`src/rtl/adc_cal_protect.sv`:
```
`default_nettype none
// ============================================================================
// Module   : adc_cal_protect
// Purpose  : 4-channel ADC offset/gain calibration with debounced window
//            fault trip, configured over Wishbone.
// Revision : 1.0  initial release
// ============================================================================
module adc_cal_protect #(
    parameter int ADDR_WIDTH = 8,
    parameter int DEBOUNCE   = 4
) (
    input  logic                  clk,
    input  logic                  rst,
    input  logic [ADDR_WIDTH-1:0] wb_addr,
    input  logic [31:0]           wb_dat_i,
    output logic [31:0]           wb_dat_o,
    input  logic                  wb_we,
    input  logic [3:0]            wb_sel,
    input  logic                  wb_stb,
    output logic                  wb_ack,
    input  logic [63:0]           adc_data,
    input  logic [3:0]            adc_valid,
    output logic [63:0]           cal_data,
    output logic [3:0]            cal_valid,
    output logic                  fault_trip,
    output logic                  irq
);

    localparam int         c_num_ch   = 4;
    localparam logic [3:0] c_debounce = 4'(DEBOUNCE);

    typedef enum logic [2:0] {
        S_IDLE = 3'd0,
        S_SUB  = 3'd1,
        S_MUL  = 3'd2,
        S_SAT  = 3'd3,
        S_CMP  = 3'd4
    } state_t;

    state_t r_state;
    state_t w_state_next;

    // Configuration
    logic               r_enable;
    logic [15:0]        r_offset [c_num_ch];
    logic [15:0]        r_gain   [c_num_ch];
    logic signed [15:0] r_hi     [c_num_ch];
    logic signed [15:0] r_lo     [c_num_ch];

    // Capture, status and outputs
    logic [15:0]        r_hold   [c_num_ch];
    logic [3:0]         r_pend;
    logic [3:0]         r_fault;
    logic [3:0]         r_dbc    [c_num_ch];
    logic signed [15:0] r_cal    [c_num_ch];
    logic [3:0]         r_cal_valid;
    logic               r_irq;
    logic               r_fault_trip;
    logic               r_ack;
    logic [31:0]        r_rdata;

    // Work registers for the sample in flight
    logic [1:0]         r_ch;
    logic [15:0]        r_raw;
    logic [15:0]        r_off_w;
    logic [15:0]        r_gain_w;
    logic signed [15:0] r_hi_w;
    logic signed [15:0] r_lo_w;
    logic signed [16:0] r_d;
    logic signed [32:0] r_p;
    logic signed [15:0] r_r;

    logic               w_sel_any;
    logic [1:0]         w_sel_ch;
    logic               w_take;
    logic [3:0]         w_pend_next;
    logic               w_wr;
    logic [5:0]         w_idx;
    logic               w_clear;
    logic [31:0]        w_rdata;
    logic signed [16:0] w_diff;
    logic signed [33:0] w_prod;
    logic signed [32:0] w_shift;
    logic signed [15:0] w_sat;
    logic               w_out_win;
    logic [3:0]         w_dbc_inc;
    logic [3:0]         w_dbc_next [c_num_ch];
    logic [3:0]         w_fault_next;
    logic               w_irq_next;

    wire w_unused = &{1'b0, wb_sel, wb_addr, w_prod[33]};

    assign wb_dat_o   = r_rdata;
    assign wb_ack     = r_ack;
    assign cal_valid  = r_cal_valid;
    assign fault_trip = r_fault_trip;
    assign irq        = r_irq;

    generate
        for (genvar g = 0; g < c_num_ch; g++) begin : g_pack
            assign cal_data[16*g +: 16] = r_cal[g];
        end
    endgenerate

    // Lowest-index pending channel wins
    always_comb begin
        w_sel_any = |r_pend;
        w_sel_ch  = 2'd0;
        for (int n = c_num_ch - 1; n >= 0; n--) begin
            if (r_pend[n]) w_sel_ch = n[1:0];
        end
    end

    assign w_take = (r_state == S_IDLE) && r_enable && w_sel_any;

    always_comb begin
        w_pend_next = r_pend;
        if (w_take) w_pend_next[w_sel_ch] = 1'b0;
        w_pend_next = w_pend_next | adc_valid;
    end

    always_comb begin
        w_state_next = r_state;
        case (r_state)
            S_IDLE:  if (w_take) w_state_next = S_SUB;
            S_SUB:   w_state_next = S_MUL;
            S_MUL:   w_state_next = S_SAT;
            S_SAT:   w_state_next = S_CMP;
            S_CMP:   w_state_next = S_IDLE;
            default: w_state_next = S_IDLE;
        endcase
    end

    always_ff @(posedge clk) begin
        if (rst) r_state <= S_IDLE;
        else     r_state <= w_state_next;
    end

    // Arithmetic stages
    assign w_diff  = $signed({1'b0, r_raw}) - $signed({r_off_w[15], r_off_w});
    assign w_prod  = r_d * $signed({1'b0, r_gain_w});
    assign w_shift = r_p >>> 15;

    always_comb begin
        if (w_shift > 33'sd32767)       w_sat = 16'sh7FFF;
        else if (w_shift < -33'sd32768) w_sat = -16'sh8000;
        else                            w_sat = w_shift[15:0];
    end

    assign w_out_win = (r_r > r_hi_w) || (r_r < r_lo_w);

    assign w_wr    = wb_stb && !r_ack && wb_we;
    assign w_idx   = wb_addr[7:2];
    assign w_clear = w_wr && (w_idx == 6'd0) && wb_dat_i[1];

    // Clear is applied first so that a same-cycle trip overrides it
    always_comb begin
        w_fault_next = r_fault;
        w_irq_next   = 1'b0;
        w_dbc_inc    = 4'd0;
        for (int n = 0; n < c_num_ch; n++) w_dbc_next[n] = r_dbc[n];
        if (w_clear) begin
            w_fault_next = 4'd0;
            for (int n = 0; n < c_num_ch; n++) w_dbc_next[n] = 4'd0;
        end
        if (r_state == S_CMP) begin
            if (w_out_win) begin
                w_dbc_inc = (r_dbc[r_ch] == 4'hF) ? 4'hF : r_dbc[r_ch] + 4'd1;
                w_dbc_next[r_ch] = w_dbc_inc;
                if (w_dbc_inc >= c_debounce) begin
                    w_fault_next[r_ch] = 1'b1;
                    w_irq_next         = !r_fault[r_ch];
                end
            end else begin
                w_dbc_next[r_ch] = 4'd0;
            end
        end
    end

    always_comb begin
        w_rdata = 32'd0;
        case (w_idx[5:2])
            4'd0: begin
                if (w_idx[1:0] == 2'd0) w_rdata = {31'd0, r_enable};
                if (w_idx[1:0] == 2'd1) w_rdata = {24'd0, r_pend, r_fault};
            end
            4'd1:    w_rdata = {r_gain[w_idx[1:0]], r_offset[w_idx[1:0]]};
            4'd2:    w_rdata = {r_hi[w_idx[1:0]], r_lo[w_idx[1:0]]};
            4'd3:    w_rdata = {{16{r_cal[w_idx[1:0]][15]}}, r_cal[w_idx[1:0]]};
            default: w_rdata = 32'd0;
        endcase
    end

    always_ff @(posedge clk) begin
        if (rst) begin
            r_enable     <= 1'b0;
            r_pend       <= 4'd0;
            r_fault      <= 4'd0;
            r_cal_valid  <= 4'd0;
            r_irq        <= 1'b0;
            r_fault_trip <= 1'b0;
            r_ack        <= 1'b0;
            r_rdata      <= 32'd0;
            r_ch         <= 2'd0;
            r_raw        <= 16'd0;
            r_off_w      <= 16'd0;
            r_gain_w     <= 16'h8000;
            r_hi_w       <= 16'sh7FFF;
            r_lo_w       <= -16'sh8000;
            r_d          <= 17'sd0;
            r_p          <= 33'sd0;
            r_r          <= 16'sd0;
            for (int n = 0; n < c_num_ch; n++) begin
                r_offset[n] <= 16'd0;
                r_gain[n]   <= 16'h8000;
                r_hi[n]     <= 16'sh7FFF;
                r_lo[n]     <= -16'sh8000;
                r_hold[n]   <= 16'd0;
                r_dbc[n]    <= 4'd0;
                r_cal[n]    <= 16'sd0;
            end
        end else begin
            r_ack <= wb_stb && !r_ack;
            if (wb_stb && !r_ack) r_rdata <= w_rdata;

            if (w_wr) begin
                case (w_idx[5:2])
                    4'd0: if (w_idx[1:0] == 2'd0) r_enable <= wb_dat_i[0];
                    4'd1: begin
                        r_gain[w_idx[1:0]]   <= wb_dat_i[31:16];
                        r_offset[w_idx[1:0]] <= wb_dat_i[15:0];
                    end
                    4'd2: begin
                        r_hi[w_idx[1:0]] <= wb_dat_i[31:16];
                        r_lo[w_idx[1:0]] <= wb_dat_i[15:0];
                    end
                    default: ;
                endcase
            end

            for (int n = 0; n < c_num_ch; n++) begin
                if (adc_valid[n]) r_hold[n] <= adc_data[16*n +: 16];
                r_dbc[n] <= w_dbc_next[n];
            end
            r_pend       <= w_pend_next;
            r_fault      <= w_fault_next;
            r_fault_trip <= |w_fault_next;
            r_irq        <= w_irq_next;
            r_cal_valid  <= 4'd0;

            case (r_state)
                S_IDLE: begin
                    if (w_take) begin
                        r_ch     <= w_sel_ch;
                        r_raw    <= r_hold[w_sel_ch];
                        r_off_w  <= r_offset[w_sel_ch];
                        r_gain_w <= r_gain[w_sel_ch];
                        r_hi_w   <= r_hi[w_sel_ch];
                        r_lo_w   <= r_lo[w_sel_ch];
                    end
                end
                S_SUB: r_d <= w_diff;
                S_MUL: r_p <= w_prod[32:0];
                S_SAT: r_r <= w_sat;
                S_CMP: begin
                    r_cal[r_ch]       <= r_r;
                    r_cal_valid[r_ch] <= 1'b1;
                end
                default: ;
            endcase
        end
    end

endmodule
`default_nettype wire

```
`config.mk`:
```
export PLATFORM = sky130hd
export DESIGN_NAME = adc_cal_protect
export DESIGN_NICKNAME = d
export VERILOG_FILES = /design/src/rtl/adc_cal_protect.sv
export SDC_FILE = /design/constraint.sdc
export NUM_CORES = 2
export LEC_CHECK = 0
export CELL_PAD_IN_SITES_DETAIL_PLACEMENT = 0
export CELL_PAD_IN_SITES_GLOBAL_PLACEMENT = 1
export CORE_ASPECT_RATIO = 1.4
export CORE_UTILIZATION = 53
export CTS_BUF_LIST = sky130_fd_sc_hd__clkbuf_16
export CTS_CLUSTER_SIZE = 28
export DETAILED_ROUTE_END_ITERATION = 8
export GPL_TIMING_DRIVEN = 0
export HOLD_SLACK_MARGIN = 0.12
export PLACE_DENSITY = 0.95
export SLEW_MARGIN = 20
export SYNTH_ARGS = -nofsm -noshare
export SYNTH_HDL_FRONTEND = slang
export SYNTH_SLANG_ARGS = --single-unit
```
`constraint.sdc`:
```
create_clock -name clk -period 15.5 [get_ports clk]
set_input_delay 2.325 -clock clk [delete_from_list [all_inputs] [get_ports clk]]
set_output_delay 2.325 -clock clk [all_outputs]
set_load 0.05 [all_outputs]
```
==> qor_table.md <==
| Quantity | Reported |
|:---|:---|
| Asr flop ratio synth | 0 |
| Total setup buffers inserted after CTS | 0 |
| Clock transition at path regs | 0.06 ns |
| CTS sink count | 586 |
| Internal Power | 2.54 mW |
| Kind of critical path | reg2reg |
| Sum of net half-perimeters after detailed placement | 89.0 mm |
| Maximum fanout encountered on the critical timing path | 10 |
| GR Overflow Total | 0 |
| Max-slew violations | 0 |
| Placer congestion estimate | 0.980 |
| Placed cell count | 4468 |
| Final std cells w/o fill | 4568 |
| # DRC | 0 |
| NetSw | 0.852 mW |
| TritonCTS clock tree | yes |
| Maximum root-to-sink buffer count | 3 |
| Area enclosed by the die boundary | 70100 sq um |
| Ratio of final minimum period to clock period | 0.463 |
| Worst supply voltage drop on vdd | 0.0963 mV |
| Pin count of the biggest net entering global routing | 33 |
| Initial antenna violation count | 2 |
| Portion of total power attributed to sequential cells | 0.510 |
| Effective utilization at floorplan | 0.538 |
| Number of buffers added on ports | 209 |
| Net switching share of the total power | 0.251 |
| Post-synth EDFFs | 384 |
| Count of routing violations after the opening detailed-route iteration | 3476 |
| Main area contributors after synthesis | sky130_fd_sc_hd__edfxtp_1 32%, sky130_fd_sc_hd__fa_1 15%, sky130_fd_sc_hd__dfxtp_1 11%, sky130_fd_sc_hd__mux4_2 5.2%, sky130_fd_sc_hd__inv_1 4.5% |
| Net count reported at finish | 4121 |
| Gate count after technology mapping | 3332 |
| Library cell used as clock root buffer | sky130_fd_sc_hd__clkbuf_16 |
| 1st-pass router iterations | 9 |
| Number of buffers added by the clock tree synthesis step | 52 |
| Top-count cell post-synth | sky130_fd_sc_hd__inv_1 |
| P per Cell Area | 81.5 nW/um^2 |
| Launch instance of the worst register-to-register path | r_gain_w[8] |
| Startpoint of the worst hold path | r_p[16] |
| Unique cell type count in the Yosys netlist | 73 |
| Endpoint type of the worst setup path | register |
| Area growth, synth to finish | 14.0% |
| Post-synthesis instance area | 36600 sq um |
| Mapped Avg Cell Area | 11.0 sq um |
| Outcome | finished clean |
| Routed vias | 27700 |
| Htree depth | 2 |
| Final setup violation count | 0 |
| Number of nets in the synthesized netlist | 3851 |
| Cts hold-fix bufs | 0 |
| Number of max-capacitance violations reported | 0 |
| Post-layout utilization of the core | 0.613 |
| Measured slew at the worst slew-check pin | 1.30 ns |
| I/O pin cnt | 219 |
| Hold violation count in the final report | 0 |
| Sum of negative setup slack | 0 ns |
| HP Class | reg2reg |
| Die X | 224 um |
| Leading area contributor after synthesis | sky130_fd_sc_hd__edfxtp_1 |
| Clock latency on the worst-skew pair | 0.61 ns |
| Final WL | 116 mm |
| Area share of the largest cell type after synthesis | 0.315 |
| Global routing usage summed across all routing layers | 0.336 |
| Timing-limited maximum frequency | 139 MHz |
| Clk_skew | 0.0211 ns |
| Pleak | 16.6 nW |
| Total power after layout | 3.40 mW |
| Proportion of power drawn by combinational gates | 0.104 |
| Placeable core region | 68000 sq um |
| Wire length of the first global-routing pass | 174 mm |
| Worst setup path startpoint | r_gain_w[8] |
| FF+latch count, synth | 586 |
| Sequential cell area fraction in the yosys report | 0.426 |
| Antenna viol nets, final | 0 |
| Relative max-transition margin | 0.125 |
| Via count of the first global-routing pass | 28800 |
| Arrival time at the worst endpoint | 7.71 ns |
| Top flip-flop cell by instance count after synthesis | sky130_fd_sc_hd__edfxtp_1 |
| Die height | 313 um |
| Number of warnings reported in the yosys synthesis log | 0 |
| Time the final worst path needs with I/O delays and setup | 7.18 ns |
| Worst path required time | 16.03 ns |
| Number of cells upsized or downsized after cts | 0 |
| Proportion of layout cells with a drive suffix above 1 | 0.0598 |
| Clock group share of total power | 0.386 |
| Routed len/inst | 25.4 um |
| Setup repair after global routing missed its margin | no |
| Cell Rows | 113 |
| Cell types with the highest counts after synthesis | 439 x sky130_fd_sc_hd__inv_1, 384 x sky130_fd_sc_hd__edfxtp_1, 334 x sky130_fd_sc_hd__nor2_1 |
| Via density | 6.06 |
| Setup crit start kind | register |
==> area by class of cell <==
| type | instances | area (sq um) |
|---|---|---|
| Clock inverter | 41 | 274 |
| Clock buffer | 57 | 1430 |
| Inverter | 441 | 1660 |
| Fill cell | 5464 | 26300 |
| Tap cell | 920 | 1150 |
| Sequential cell | 586 | 15600 |
| Multi-Input combinational cell | 2102 | 18600 |
| Antenna cell | 2 | 5.00 |
| Timing Repair Buffer | 216 | 2230 |
| Buffer | 203 | 791 |
==> worst max-delay path, stage by stage, from the launching register on <==
cell and delay, ns:
sky130_fd_sc_hd__dfxtp_1 0.31, sky130_fd_sc_hd__clkbuf_1 0.57, sky130_fd_sc_hd__clkbuf_1 0.51, sky130_fd_sc_hd__nand2_1 0.16, sky130_fd_sc_hd__fa_1 0.56, sky130_fd_sc_hd__inv_1 0.06
sky130_fd_sc_hd__fa_1 0.52, sky130_fd_sc_hd__fa_1 0.58, sky130_fd_sc_hd__fa_1 0.44, sky130_fd_sc_hd__fa_1 0.50, sky130_fd_sc_hd__inv_1 0.06, sky130_fd_sc_hd__fa_1 0.48
sky130_fd_sc_hd__inv_1 0.04, sky130_fd_sc_hd__ha_1 0.34, sky130_fd_sc_hd__o21ai_0 0.17, sky130_fd_sc_hd__o21ai_1 0.11, sky130_fd_sc_hd__or3_1 0.40, sky130_fd_sc_hd__a211oi_2 0.33
sky130_fd_sc_hd__o211ai_2 0.17, sky130_fd_sc_hd__a31oi_4 0.22, sky130_fd_sc_hd__o21bai_2 0.10, sky130_fd_sc_hd__a2111o_1 0.41, sky130_fd_sc_hd__nand3_1 0.08
==> power by group through the flow <==
| stage | registers [mW] | clock network, mW | logic, mW |
|---|---|---|---|
| after floorplan | 1.79 | 0 | 0.153 |
| after global placement | 1.76 | 0 | 0.334 |
| after detailed placement | 1.76 | 0 | 0.340 |
| after CTS | 1.73 | 1.30 | 0.343 |
| after global routing | 1.73 | 1.36 | 0.358 |
| final | 1.73 | 1.31 | 0.352 |
==> placed cells by master, fill, tap and decap left out, drive strengths merged, types with 6 or more instances in the layout <==
master / n
xnor2: 26
clkdlybuf4s50: 209
nand2: 332
nor2: 334
xor2: 12
a211o: 22
a22oi: 39
nand3b: 6
nor4: 8
a222oi: 80
buf: 34
and3: 7
fa: 273
mux4: 85
nor2b: 14
dfxtp: 202
and2: 257
nor3: 18
edfxtp: 384
nand2b: 11
or2: 10
mux2: 87
o21ai: 45
clkbuf: 233
nand3: 13
a21oi: 94
a32o: 21
a21o: 16
ha: 130
clkinv: 21
nand4: 9
o211ai: 6
inv: 458
a211oi: 89
==> final timing paths <==
path | to | slack (ns) | cells past startpoint
setup / recovery | r_p[32] | 8.32 | 22
hold / removal | r_p[16] | 0.47 | 2
setup reg to reg | r_p[32] | 8.32 | 22
hold reg to reg | r_p[16] | 0.47 | 2
==> routing by layer <==
layer,global-route usage,wire [um],vias to the layer above
li1,-,-,12000
met4,0.278,11400,2
met5,0,12,-
met2,0.572,57200,1614
met1,0.359,37100,13600
met3,0.0706,10400,524
==> metrics by stage <==
stage | area [sq um] | worst slack, ns | hold slack, ns
after floorplan | 36600 | 9.40 | 0.426
after global placement | 39800 | 8.40 | 0.443
after detailed placement | 40000 | 8.36 | 0.450
after CTS | 41700 | 8.33 | 0.463
after global routing | 41700 | 8.03 | 0.484
final | 41700 | 8.32 | 0.468
==> registers in the layout, summed over array words and instances (netlist names), 17 cells and up, named ones only <==
signal,count
r_cal,64
r_gain,64
r_hi,64
r_hold,64
r_lo,64
r_offset,64
wb_dat_o,32
r_p,18
r_d,17
==> cells by family (layout without fill, tap and decap cells) <==
family                   Yosys count  in the layout  synth area share
AND/OR/NAND/NOR                 1034           1034             0.131
flip-flops                       586            586             0.426
other                              0              2                 0
multiplexers                     176            176            0.0802
adder cells (fa/ha/maj)          403            403             0.194
AO/OA/AOI/OAI                    451            451            0.0928
XOR/XNOR                          38             38           0.00910
buffers and inverters            644            958            0.0668
No activity file was read; power rests on OpenSTA's default activity.
